## config.mk

```make
export PLATFORM = sky130hd
export DESIGN_NAME = sram_like_slave
export DESIGN_NICKNAME = d
export VERILOG_FILES = /design/src/rtl/sram_like_slave.sv
export SDC_FILE = /design/constraint.sdc
export NUM_CORES = 1
export LEC_CHECK = 0
export ABC_AREA = 1
export CORE_MARGIN = 2
export CORE_UTILIZATION = 35
export CTS_BUF_LIST = sky130_fd_sc_hd__clkbuf_2 sky130_fd_sc_hd__clkbuf_4 sky130_fd_sc_hd__clkbuf_8
export DETAILED_ROUTE_END_ITERATION = 10
export PLACE_DENSITY = 0.67
export SYNTH_ARGS = -nofsm -noshare
export SYNTH_HDL_FRONTEND = slang
export SYNTH_SLANG_ARGS = --single-unit
```

## constraint.sdc

```tcl
create_clock -name clk -period 5.3 [get_ports clk]
set_clock_uncertainty 0.15 [all_clocks]
set_input_delay 1.06 -clock clk [delete_from_list [all_inputs] [get_ports clk]]
set_output_delay 1.06 -clock clk [all_outputs]
set_load 0.01 [all_outputs]
```

## src/rtl/sram_like_slave.sv

```systemverilog
// Responder end of the sram-like bus, fronting a synchronous single-port RAM
// with one cycle of read latency. Up to MAX_OUTST transactions may be accepted
// ahead of their responses; responses come back strictly in acceptance order.
// An LFSR can gate addr_ok and data_ok to shake out master handshake bugs.
//
// Handshake: req is the request valid and addr_ok its ready; a request
// transfers in any cycle where both are high (hs). data_ok is a one-cycle
// response valid with no ready: the master must take rdata in that cycle.
module sram_like_slave #(
  parameter int          ADDR_W    = 16,
  parameter int          MAX_OUTST = 4,
  parameter logic [15:0] LFSR_SEED = 16'hACE1
) (
  input  logic              clk,
  input  logic              resetn,
  input  logic              req,
  input  logic              wr,
  input  logic [1:0]        size,
  input  logic [3:0]        wstrb,
  input  logic [31:0]       addr,
  input  logic [31:0]       wdata,
  output logic              addr_ok,
  output logic              data_ok,
  output logic [31:0]       rdata,
  input  logic              delay_en,
  output logic              ram_en,
  output logic [3:0]        ram_we,
  output logic [ADDR_W-1:0] ram_addr,
  output logic [31:0]       ram_wdata,
  input  logic [31:0]       ram_rdata
);

  localparam int             CNT_W    = $clog2(MAX_OUTST + 1);
  localparam int             PTR_W    = $clog2(MAX_OUTST);
  localparam logic [CNT_W-1:0] CNT_MAX  = CNT_W'(MAX_OUTST);
  localparam logic [PTR_W-1:0] PTR_LAST = PTR_W'(MAX_OUTST - 1);

  logic [15:0]      lfsr;
  logic             acc_gate;
  logic             rsp_gate;
  logic             hs;
  logic             pop;
  logic             push;
  logic [31:0]      push_data;
  logic [CNT_W-1:0] cnt;
  logic             pend_valid;
  logic             pend_wr;
  logic [31:0]      fifo_mem [MAX_OUTST];
  logic [PTR_W-1:0] wr_ptr;
  logic [PTR_W-1:0] rd_ptr;
  logic [CNT_W-1:0] fifo_cnt;
  logic             fifo_nonempty;

  // size and the byte offset do not affect the access: wstrb alone selects bytes.
  logic unused_bits;
  assign unused_bits = ^{size, addr[1:0], addr[31:ADDR_W+2]};

  // Stall LFSR, taps 16,14,13,11 in right-shift Fibonacci form.
  always_ff @(posedge clk or negedge resetn) begin
    if (!resetn) lfsr <= LFSR_SEED;
    else         lfsr <= {lfsr[0] ^ lfsr[2] ^ lfsr[3] ^ lfsr[5], lfsr[15:1]};
  end

  // Bus handshakes, RAM request and response muxing; everything forced quiet in reset.
  always_comb begin
    acc_gate      = ~(delay_en & (lfsr[1:0] == 2'b00));
    rsp_gate      = ~(delay_en & (lfsr[3:2] == 2'b00));
    fifo_nonempty = (fifo_cnt != '0);
    // cnt is the registered value, so a pop this cycle frees no slot until next cycle.
    addr_ok       = resetn & req & acc_gate & (cnt < CNT_MAX);
    hs            = req & addr_ok;
    data_ok       = resetn & fifo_nonempty & rsp_gate;
    pop           = data_ok;
    rdata         = (resetn & fifo_nonempty) ? fifo_mem[rd_ptr] : 32'h0;
    ram_en        = hs;
    ram_we        = (hs & wr) ? wstrb : 4'b0000;
    ram_addr      = addr[ADDR_W+1:2];
    ram_wdata     = wdata;
    push          = pend_valid;
    push_data     = pend_wr ? 32'h0 : ram_rdata;
  end

  // Pending stage: remembers the RAM access issued last cycle until its data returns.
  always_ff @(posedge clk or negedge resetn) begin
    if (!resetn) begin
      pend_valid <= 1'b0;
      pend_wr    <= 1'b0;
    end else begin
      pend_valid <= hs;
      pend_wr    <= wr;
    end
  end

  // Response FIFO storage; contents are don't-care while empty.
  always_ff @(posedge clk) begin
    if (push) fifo_mem[wr_ptr] <= push_data;
  end

  // FIFO pointers/occupancy and the outstanding counter (pending stage + FIFO).
  always_ff @(posedge clk or negedge resetn) begin
    if (!resetn) begin
      wr_ptr   <= '0;
      rd_ptr   <= '0;
      fifo_cnt <= '0;
      cnt      <= '0;
    end else begin
      if (push) wr_ptr <= (wr_ptr == PTR_LAST) ? '0 : wr_ptr + PTR_W'(1);
      if (pop)  rd_ptr <= (rd_ptr == PTR_LAST) ? '0 : rd_ptr + PTR_W'(1);
      case ({push, pop})
        2'b10:   fifo_cnt <= fifo_cnt + CNT_W'(1);
        2'b01:   fifo_cnt <= fifo_cnt - CNT_W'(1);
        default: fifo_cnt <= fifo_cnt;
      endcase
      case ({hs, pop})
        2'b10:   cnt <= cnt + CNT_W'(1);
        2'b01:   cnt <= cnt - CNT_W'(1);
        default: cnt <= cnt;
      endcase
    end
  end

endmodule

```

==> results.py <==
metrics = {
    "timing": {
        "timing.slew.headroom": 0.365,
        "period_needed_ps": 4270,
        "max_freq_ghz": 0.234,
        "rsz0062_at_grt": "false",
        "hold_viol": 0,
        "timing.final.ws_setup_ps": 1030,
        "setup_viol": 0,
        "drv_slew": 0,
        "setup_tns_ps": 0,
        "period_share": 0.806,
        "tightest_slew_ps": 952,
    },
    "yosys": {
        "ys_ff_latch": 156,
        "avgSynthCellArea_um2": 10.0,
        "seq_area_frac_synth": 0.646,
        "synthMuxAreaShare": 0,
        "synthTopCellsByCount": "nand2_1 (215), edfxtp_1 (128), inv_1 (123)",
        "synth_top_area_share": 0.546,
        "synth_compound_area_frac": 0.0256,
        "synth_async_sr_flop_share": 0.179,
        "synth_top_family_by_area": "simple AND/OR/NAND/NOR gates",
        "synthSimpleGateAreaFrac": 0.169,
        "synth-main-ff-cell": "edfxtp_1",
        "synth_edf_count": 128,
        "synth.most_common_cell": "nand2_1",
        "synth_cell_type_count": 19,
        "synth-warning-count": 0,
        "synth.largest_area_cell": "edfxtp_1",
        "synth_fp_nets": 820,
        "syn_area_um2": 7050,
        "synth_xor_area_frac": 0.00497,
        "yosys-top-cells-area": "edfxtp_1 (55%), nand2_1 (11%), dfrtp_1 (7.1%)",
        "synthAdderAreaFrac": 0.0181,
        "synth_cells": 704,
    },
    "critical_path": {
        "crit_required_ps": 4090,
        "cp-end-kind": "primary output",
        "r2r-start": "fifo_cnt[1]$_DFFE_PN0P_",
        "cp_slowest_cell": "clkdlybuf4s50_1",
        "arrival_ps": 3060,
        "slowest_delay_ps": 580,
        "reg2reg_to": "fifo_cnt[2]$_DFFE_PN0P_",
        "start_kind": "input pin",
        "crit_top_cell": "clkdlybuf4s50_1",
        "crit_chain": "clkdlybuf4s50_1 > nand2_1 > buf_12 > a21oi_1 > clkdlybuf4s50_1",
        "r2r_cells": 10,
        "cp_max_fo": 22,
        "crit_type": "in -> out",
        "rrSetupSlack_ps": 3080,
    },
    "cts": {
        "clk_latency_ps": 430,
        "path_clk_slew_ps": 90,
        "tritoncts": "done",
        "cts_root_buffer": "clkbuf_8",
        "ctsHoldBuffers": 0,
        "clk_path_buf_depth": 2,
        "cts_setup_buffers": 0,
        "clock_sinks": 156,
        "cts_buffers": 17,
        "cts-resized-gates": 0,
        "cts_htree_levels": 4,
    },
    "min_path": {
        "whs_endpoint": "lfsr[5]$_DFF_PN1_",
        "min_path_type": "reg -> reg",
        "worstHoldStart": "lfsr[6]$_DFF_PN1_",
        "hold_depth": 0,
    },
    "global_routing": {
        "grt_pass1_wl_mm": 22.2,
        "grt.total_usage": 0.135,
        "grt_pass1_vias": 4469,
        "antenna_found_initial": 0,
        "grt_remaining_overflow": 0,
        "grt_start_max_net_pins": 68,
    },
    "routing": {
        "route.met2.wl_mm": 6.92,
        "avgViaCountPerCell": 4.32,
        "wirelength_mm": 13.9,
        "routed.top_layer": "met4",
        "drt-initial-drc-count": 284,
        "ant_nets": 0,
        "drc": 0,
        "drt_first_pass_iters": 4,
        "num_vias": 4391,
        "met1_length_mm": 5.95,
        "wire_per_inst_um": 13.7,
        "dr_wl_met3_um": 706,
    },
    "floorplan": {
        "die_w_um": 146,
        "rows": 51,
        "dieHeight_um": 146,
        "design.die.area_um2": 21300,
        "ios": 194,
        "core-area_um2": 19600,
        "start_util": 0.360,
    },
    "final_layout": {
        "nets": 854,
        "drive_gt1_frac": 0.0732,
        "fin_util": 0.417,
        "antenna_cells": 0,
        "syn2layout_area_growth_pct": 16.0,
    },
    "outcome": {
        "status": "complete, no violations",
    },
    "pwr": {
        "p_leak_uw": 0.00354,
        "power_density_nw_per_um2": 420,
        "vdd_drop_max_mv": 0.189,
    },
    "run": {
        "maxCapViolations": 0,
    },
    "place": {
        "routabilityCongestion": 0.720,
        "dp_hpwl_mm": 8.25,
        "pre_cts_slack_ps": 989,
        "io_buffers": 79,
    },
}
==> sequential cells by signal, summed over array words and instances, names as in the netlist <==
register and cells:
pend_valid 1, fifo_mem 128, wr_ptr 2, rd_ptr 2, pend_wr 1, cnt 3, fifo_cnt 3, lfsr 16
==> how the worst max path moves through the flow <==
stage | startpoint | to | slack, ps | cells past startpoint
final | resetn | rdata[26] | 1030 | 5
after global routing | resetn | rdata[20] | 910 | 5
after CTS | resetn | rdata[26] | 980 | 5
after detailed placement | resetn | rdata[20] | 990 | 5
after global placement | resetn | rdata[20] | 990 | 5
after floorplan | resetn | rdata[10] | 2570 | 3
==> cell families (layout without fill, tap and decap cells) <==
logic type,count (synthesis),after routing
compound gates,36,36
xor+xnor,4,4
fa+ha+maj,9,9
buf+inv,199,246
flops,156,156
simple gates,300,300
==> final cells by class <==
cell class	count	area [um^2]
sequential	156	4560
clock buffer	18	241
multi-input combinational	349	1530
tap	265	332
fill	1834	11400
timing repair buffer	90	886
inverter	124	465
clock inverter	14	161
==> metal layers <==
metal  track usage  up-vias
met3        0.0295       30
met4        0.0632        0
met1         0.158     2020
met5             0        -
met2         0.238      120
li1              -     2221
==> critical path, delay by kind of cell <==
family                 cells  cell delay [ps]
buffers and inverters      3             1400
AOI/OAI and AO/OA          1              220
and+or+nand+nor            1              370
==> layout by cell type (no fill, tap or decap) <==
cell,count
buf_4,10
nand4_1,5
nand2_1,215
nor2_1,41
a21oi_1,32
fa_1,2
dfstp_2,8
nand3_1,37
dfrtp_2,1
clkinv_1,4
inv_2,1
inv_6,3
o21ai_0,4
edfxtp_1,128
clkinvlp_4,4
clkbuf_8,17
or2_2,2
inv_1,119
dfrtp_1,19
clkbuf_4,1
clkinv_2,1
xnor2_1,4
clkinv_4,2
bufinv_16,2
clkdlybuf4s50_1,79
buf_12,1
ha_1,7
inv_8,2
==> stage by stage <==
stage	power [uW]	hold WS [ps]	cells	area, um^2
finish	3430	204	1016	8170
floorplan	2200	181	704	7050
global route	3670	217	1016	8170
CTS	3480	208	1016	8170
detailed placement	2590	189	984	7770
global placement	2570	184	984	7770
==> power breakdown <==
group | internal (uW) | total (uW) | switching (uW)
Combinational | 428 | 1110 | 679
Sequential | 1410 | 1450 | 33.9
Clock | 434 | 881 | 447
Total | 2270 | 3430 | 1160
Power figures use the tool's default switching activity.
